File: config.mk
export PLATFORM = sky130hd
export DESIGN_NAME = uart_cmd_parser
export DESIGN_NICKNAME = d
export VERILOG_FILES = /design/src/rtl/uart_pkg.sv /design/src/rtl/uart_cmd_parser.sv
export SDC_FILE = /design/constraint.sdc
export NUM_CORES = 1
export LEC_CHECK = 0
export CORE_ASPECT_RATIO = 0.6
export CORE_MARGIN = 4
export CORE_UTILIZATION = 54
export DETAILED_ROUTE_END_ITERATION = 16
export PLACE_DENSITY = 0.74
export SLEW_MARGIN = 20
export SYNTH_ARGS = -nofsm -noshare
export SYNTH_HDL_FRONTEND = slang
export SYNTH_SLANG_ARGS = --single-unit
File: constraint.sdc
create_clock -name clk -period 5.3 [get_ports clk]
set_input_delay 1.06 -clock clk [delete_from_list [all_inputs] [get_ports clk]]
set_output_delay 1.06 -clock clk [all_outputs]
set_load 0.01 [all_outputs]
File: src/rtl/uart_pkg.sv
// Shared definitions for the DTM_UART framing stage: escape byte, command codes,
// register addresses, parser states and the payload length lookup.
package uart_pkg;

    localparam logic [7:0] ESC = 8'hB1;

    typedef enum logic [2:0] {
        CMD_NOP   = 3'd0,
        CMD_READ  = 3'd1,
        CMD_WRITE = 3'd2,
        CMD_RESET = 3'd3
    } cmd_e;

    localparam logic [4:0] ADDR_IDCODE = 5'h01;
    localparam logic [4:0] ADDR_DTMCS  = 5'h10;
    localparam logic [4:0] ADDR_DMI    = 5'h11;

    // Marks a cmd/addr combination that cannot start a valid frame.
    localparam logic [3:0] LEN_INVALID = 4'hF;

    typedef enum logic [1:0] {
        ST_IDLE,
        ST_CMD,
        ST_PAYLOAD,
        ST_PAY_ESC
    } parser_state_e;

    function automatic logic [3:0] payload_len(input logic [2:0] cmd, input logic [4:0] addr);
        logic [3:0] len;
        len = LEN_INVALID;
        case (cmd)
            CMD_NOP, CMD_READ, CMD_RESET: len = 4'd0;
            CMD_WRITE: begin
                if (addr == ADDR_DMI) begin
                    len = 4'd6;
                end else if (addr == ADDR_DTMCS) begin
                    len = 4'd4;
                end else begin
                    len = LEN_INVALID;
                end
            end
            default: len = LEN_INVALID;
        endcase
        return len;
    endfunction

endpackage

File: src/rtl/uart_cmd_parser.sv
// ESC-framed command parser: un-escapes the UART byte stream and hands one decoded
// command per frame to the DTM over a single-entry ready/valid register.
module uart_cmd_parser
    import uart_pkg::*;
#(
    parameter int DATA_WIDTH     = 41,
    parameter int TIMEOUT_CYCLES = 4096
) (
    input  logic                  clk,
    input  logic                  reset_n,
    input  logic                  RX_VALID_I,
    input  logic [7:0]            RX_DATA_I,
    output logic                  CMD_VALID_O,
    input  logic                  CMD_READY_I,
    output logic [2:0]            CMD_O,
    output logic [4:0]            ADDR_O,
    output logic [DATA_WIDTH-1:0] DATA_O,
    output logic                  ERR_FRAME_O,
    output logic                  ERR_OVERRUN_O,
    output logic                  BUSY_O
);

    localparam int TW = $clog2(TIMEOUT_CYCLES + 1);
    localparam logic [TW-1:0] TIMER_MAX = TW'(TIMEOUT_CYCLES - 1);

    parser_state_e         state, state_next;
    logic [2:0]            cmd_q, cmd_next;
    logic [4:0]            addr_q, addr_next;
    logic [3:0]            len_q, len_next;
    logic [3:0]            count_q, count_next;
    logic [DATA_WIDTH-1:0] data_q, data_next;
    logic [TW-1:0]         timer_q, timer_next;
    logic [3:0]            len_new;
    logic                  take_cmd;
    logic                  store;
    logic                  complete;
    logic                  frame_err;

    assign len_new = payload_len(RX_DATA_I[7:5], RX_DATA_I[4:0]);

    always_ff @(posedge clk) begin
        if (!reset_n) begin
            state   <= ST_IDLE;
            cmd_q   <= '0;
            addr_q  <= '0;
            len_q   <= '0;
            count_q <= '0;
            data_q  <= '0;
            timer_q <= '0;
        end else begin
            state   <= state_next;
            cmd_q   <= cmd_next;
            addr_q  <= addr_next;
            len_q   <= len_next;
            count_q <= count_next;
            data_q  <= data_next;
            timer_q <= timer_next;
        end
    end

    always_comb begin
        state_next = state;
        cmd_next   = cmd_q;
        addr_next  = addr_q;
        len_next   = len_q;
        count_next = count_q;
        data_next  = data_q;
        timer_next = timer_q;
        take_cmd   = 1'b0;
        store      = 1'b0;
        complete   = 1'b0;
        frame_err  = 1'b0;

        if (state == ST_IDLE || RX_VALID_I) begin
            timer_next = '0;
        end else if (timer_q == TIMER_MAX) begin
            frame_err  = 1'b1;
            state_next = ST_IDLE;
            timer_next = '0;
        end else begin
            timer_next = timer_q + TW'(1);
        end

        if (RX_VALID_I) begin
            case (state)
                ST_IDLE: begin
                    if (RX_DATA_I == ESC) state_next = ST_CMD;
                end
                ST_CMD: begin
                    if (RX_DATA_I == ESC) state_next = ST_IDLE;
                    else                  take_cmd   = 1'b1;
                end
                ST_PAYLOAD: begin
                    if (RX_DATA_I == ESC) state_next = ST_PAY_ESC;
                    else                  store      = 1'b1;
                end
                ST_PAY_ESC: begin
                    // A lone ESC inside a payload means the sender restarted a frame.
                    if (RX_DATA_I == ESC) begin
                        store = 1'b1;
                    end else begin
                        frame_err = 1'b1;
                        take_cmd  = 1'b1;
                    end
                end
                default: state_next = ST_IDLE;
            endcase
        end

        if (take_cmd) begin
            cmd_next   = RX_DATA_I[7:5];
            addr_next  = RX_DATA_I[4:0];
            len_next   = len_new;
            count_next = '0;
            data_next  = '0;
            if (len_new == LEN_INVALID) begin
                frame_err  = 1'b1;
                state_next = ST_IDLE;
            end else if (len_new == 4'd0) begin
                complete   = 1'b1;
                state_next = ST_IDLE;
            end else begin
                state_next = ST_PAYLOAD;
            end
        end

        // Bytes beyond DATA_WIDTH fall off the top of the shift.
        if (store) begin
            data_next  = data_q | (DATA_WIDTH'(RX_DATA_I) << {count_q, 3'b000});
            count_next = count_q + 4'd1;
            if (count_next == len_q) begin
                complete   = 1'b1;
                state_next = ST_IDLE;
            end else begin
                state_next = ST_PAYLOAD;
            end
        end
    end

    // Single-entry output register; an accept in the completion cycle frees the slot.
    always_ff @(posedge clk) begin
        if (!reset_n) begin
            CMD_VALID_O   <= 1'b0;
            CMD_O         <= '0;
            ADDR_O        <= '0;
            DATA_O        <= '0;
            ERR_FRAME_O   <= 1'b0;
            ERR_OVERRUN_O <= 1'b0;
        end else begin
            ERR_FRAME_O   <= frame_err;
            ERR_OVERRUN_O <= 1'b0;
            if (complete) begin
                if (!CMD_VALID_O || CMD_READY_I) begin
                    CMD_VALID_O <= 1'b1;
                    CMD_O       <= cmd_next;
                    ADDR_O      <= addr_next;
                    DATA_O      <= data_next;
                end else begin
                    ERR_OVERRUN_O <= 1'b1;
                end
            end else if (CMD_VALID_O && CMD_READY_I) begin
                CMD_VALID_O <= 1'b0;
            end
        end
    end

    assign BUSY_O = (state != ST_IDLE);

endmodule
# == Word level (Yosys, flattened, before mapping) ==
# Index checks and enable logic that the tools add are counted.
# word_totals
output_inout_bits,53
input_bits,12
register_bits,124
wordCells,90
# classes
n_bitwise,2
n_reduce_logical,16
shift,1
mux,43
add_sub_neg,2
n_eq_ne,13
# ops
op,count
$mux 41,2
$or 41x41->41,1
$shl 8x7->41,1
$mux 2,11
$mux 1,21
$mux 4,4
$add 13x1->13 const B,1
$eq 13x12->1 const B,1
$eq 5x5->1 const B,2
$eq 8x8->1 const B,1
$pmux 4 s2,1
$eq 3x2->1 const B,2
$pmux 2 s3,1
$reduce_and 2->1,3
$reduce_bool 2->1,3
$reduce_or 3->1,2
$mux 5,1
$add 4x1->4 const B,1
$eq 2x2->1 const B,2
$eq 4x4->1,1
$eq 4x4->1 const B,1
$logic_not 4->1,1
$eq 3x1->1 const B,1
$logic_not 3->1,1
other kinds (10),11

# == Longest topological paths before layout ==
# logic_depth
word_depth,12
depth_mapped,9
mapped_depth_nobuf,6

# == Least setup slack after synthesis ==
# Ideal clock, no wire load.
# synth_timing
path_kind,input to register
startpoint,in RX_DATA_I[1]
endpoint,reg DATA_O[10]
t_required_ps,5215
path_stages,7
slack_ps,2392
arrival_time_ps,2823
setup_time_ps,85
n_path_buf,2
path_cell_list,buf_4 nor4b_4 nand3_4 buf_6 a2111oi_4 a21oi_1 o31ai_2
# synth_between
elab_chain_cells,11
elab_cells_between_ends,22
classes_between,4 x eq/ne; 16 x mux; 2 x reduce/logical
# synth_rtl
item,line,text
start: declaration,uart_cmd_parser.sv:12,"input logic [7:0] RX_DATA_I,"
$eq 5x5->1,uart_pkg.sv:36,end else if (addr == ADDR_DTMCS) begin
$mux 4,uart_pkg.sv:36,
$mux 4,uart_pkg.sv:34,if (addr == ADDR_DMI) begin
$pmux 4 s2,uart_pkg.sv:31,case (cmd)
$logic_not 4->1,uart_cmd_parser.sv:119,end else if (len_new == 4'd0) begin
$mux 1,uart_cmd_parser.sv:119,
$mux 1,uart_cmd_parser.sv:116,if (len_new == LEN_INVALID) begin
$mux 1,uart_cmd_parser.sv:110,if (take_cmd) begin
$mux 1,uart_cmd_parser.sv:131,if (count_next == len_q) begin
$mux 1,uart_cmd_parser.sv:128,if (store) begin
$reduce_and 2->1 (no line),n/a,
end signal: assignment,uart_cmd_parser.sv:157,DATA_O <= data_next;
end: declaration,uart_cmd_parser.sv:17,"output logic [DATA_WIDTH-1:0] DATA_O,"
# Several ways; a longest one is shown, not always the timed one.
# A chain may end at the register's enable or synchronous reset.

# == Final worst setup path ==
# layout_timing
startpoint,in RX_DATA_I[3]
endpoint,reg DATA_O[36]
# The elaborated chain is that of the path after synthesis.

==> flow_summary.json <==
{
  "skew_ps": 6.65,
  "crit_cells": 7,
  "cts_num_sinks": 123,
  "grt_use_total_pct": 24.4,
  "slowest_delay_ps": 690,
  "end_kind": "register",
  "final_area_sq_um": 6270,
  "antenna_found_initial": 0,
  "start_util_pct": 57.2,
  "ys_ff_latch": 123,
  "r2r_end": "DATA_O[36]$_SDFFE_PN0P_",
  "synth_nets": 539,
  "first_iter_violations": 399,
  "synth_edf_count": 0,
  "crit_fanout": 22,
  "yosysSeqAreaShare_pct": 49.2,
  "area_growth_syn_to_layout_pct": 25.4,
  "synth.avg_cell_area_sq_um": 9.53,
  "status": "complete, no violations",
  "clock_latency_ps": 410,
  "relSlewSlack_pct": 40.6,
  "clk_pin_slew_ps": 50,
  "io_pins": 65,
  "worstPathRequired_ps": 5630,
  "ant_nets": 0,
  "p_leak_nw": 2.28,
  "pre_cts_slack_ps": 1330,
  "ys_top_cells_by_area": "dfxtp_1 (49%), a211o_1 (5.8%), a21oi_1 (5.6%), nand2_1 (5.1%), o31ai_2 (4.0%)",
  "dp_hpwl_mm": 8.11,
  "synth.most_common_cell": "dfxtp_1",
  "r2r_cells": 8,
  "crit_type": "input pin to register",
  "vias": 4121,
  "placed_area_sq_um": 5710,
  "yosys-top-cells-count": "dfxtp_1 (123), nand2_1 (68), a21oi_1 (56)",
  "totalWireLength_mm": 12.6,
  "core_sq_um": 8750,
  "min_period_over_period_pct": 68.1,
  "post-route-min-period_ps": 3610,
  "yosysTopAreaCell": "dfxtp_1",
  "synth-warning-count": 0,
  "cp_common_cell": "a21oi_4",
  "synth_flop_cell": "dfxtp_1",
  "setup_tns_ps": 0,
  "finalHoldViolCount": 0,
  "rsz0062_at_grt": "no",
  "ys_types": 48,
  "netlist_instances": 525,
  "die_y_um": 82.6,
  "insertedDiodeCount": 0,
  "clk_path_buf_depth": 2,
  "min_from": "timer_q[12]$_SDFF_PP0_",
  "drv_slew": 0,
  "grt_first_pass_wirelength_mm": 20.9,
  "cts_tree": "yes",
  "nFillCells": 633,
  "gp_congestion": 0.777,
  "start_kind": "input pin",
  "grt_max_degree": 65,
  "cts_resized": 0,
  "placementRows": 26,
  "hold_buffers": 0,
  "regToRegStartpoint": "count_q[1]$_SDFFE_PN0P_",
  "pwr_density_cell_nw_per_um2": 328,
  "async_reset_ff_share_pct": 0,
  "die-area_sq_um": 10900,
  "hold_path.class": "register to register",
  "final_nets": 594,
  "cp.arrival_ps": 3940,
  "first_global_vias": 4117,
  "cts-buffers-inserted": 17,
  "reg2reg_setup_slack_ps": 2440,
  "finalPower_w": 0.00206,
  "die_x_um": 132,
  "tightestPinTransition_ps": 885,
  "grt.overflow.total": 0,
  "regArea_sq_um": 2460,
  "syn_area_sq_um": 5000,
  "worstPathCellList": "clkdlybuf4s50_1 > nor4b_4 > a211o_4 > a21oi_4 > a21oi_4 > buf_4 > mux2i_1",
  "cp_top_family": "compound AO/OA/AOI/OAI gates",
  "drive_above_1_share_pct": 13.7,
  "cts-root-buf": "clkbuf_16",
  "port_buffers": 64,
  "post_cts_buffers": 0,
  "timing.max_cap.violations": 0,
  "worst_ir_drop_vdd_uv": 249,
  "multi_input_area_sq_um": 2330,
  "setup_ws_ps": 1690,
  "post_drt_via_cell_ratio": 5.85,
  "drc": 0,
  "cp_slowest_cell": "clkdlybuf4s50_1",
  "synth_top_cell_area_share_pct": 49.2,
  "setup_viol": 0,
  "endpoint": "DATA_O[36]$_SDFFE_PN0P_",
  "wl_per_cell_um": 17.9,
  "ctsHtreeMaxLevel": 4,
  "max_freq_mhz": 277,
  "firstDrtPassIters": 5,
  "crit_start": "RX_DATA_I[3]",
  "path_buf_inv": 2
}
==> layout make-up <==
class / instances / area share (%)
Clock buffer: 24 / 8.00
Clock inverter: 7 / 1.02
Inverter: 15 / 0.898
Multi-Input combinational cell: 348 / 37.1
Sequential cell: 123 / 39.3
Tap cell: 112 / 2.23
Timing Repair Buffer: 75 / 11.5
==> power breakdown <==
group	switching (W)	total (W)	internal, W
Sequential	0.0000000516	0.000926	0.000926
Combinational	0.0000355	0.0000468	0.0000113
Clock	0.000386	0.00109	0.000700
==> flip-flops by register name, summed over array words and instances (netlist names), 4 cells and up <==
register,cells
ADDR_O,5
count_q,4
data_q,41
DATA_O,41
timer_q,13
addr_q,5
==> routing by layer <==
layer / track usage (%) / share of wire (%) / vias up
li1: - / - / 1959
met1: 32.6 / 48 / 1956
met2: 37.2 / 42 / 181
met3: 7.69 / 8.8 / 25
met4: 9.75 / 1.5 / 0
met5: 0 / 0 / -
==> layout by cell type (no fill, tap or decap), types with 3 or more instances in the layout <==
cell / instances
o31ai_2: 16
a32oi_1: 8
o21ai_0: 6
nand4_1: 3
clkdlybuf4s50_1: 63
a2111oi_4: 4
xnor2_1: 8
nand2_1: 67
mux2i_1: 8
mux2_2: 9
buf_4: 11
a21oi_1: 55
clkinv_2: 5
nor2b_1: 3
o31ai_1: 16
nor2_1: 51
clkbuf_16: 17
inv_1: 14
clkbuf_8: 5
and3_1: 5
and2_1: 11
xor2_1: 5
nor3_1: 6
nand3_1: 5
dfxtp_1: 123
a211o_1: 33
==> cells by family after synthesis <==
logic type      synth area share (%)
simple gates                    15.2
compound gates                  24.4
flops                           49.2
buf+inv                         4.78
mux                             3.63
xor+xnor                        2.28
fa+ha+maj                      0.500
==> stage by stage <==
step / std cells / hold WS, ps / utilization, %
after floorplan: 525 / 407 / -
after global placement: 673 / 421 / 65.2
after detailed placement: 673 / 431 / 65.2
after CTS: 704 / 441 / 71.7
after global routing: 704 / 473 / 71.7
final: 704 / 441 / 71.7
==> worst min path at each step <==
stage,end,cells after the start
2_1_floorplan,timer_q[12]$_SDFF_PP0_,2
3_3_place_gp,timer_q[12]$_SDFF_PP0_,2
3_5_place_dp,timer_q[12]$_SDFF_PP0_,2
4_1_cts,timer_q[12]$_SDFF_PP0_,2
5_1_grt,timer_q[12]$_SDFF_PP0_,2
6_report,timer_q[12]$_SDFF_PP0_,2
==> worst register-to-register path, cell delays in order, from the launching register on <==
cell      delay (ps)
dfxtp_1          540
ha_1             280
xnor2_1          100
xnor2_1          280
a211oi_4          70
buf_4            280
a21oi_4          690
buf_4            340
mux2i_1          210
(Power assumes the default switching activity.)
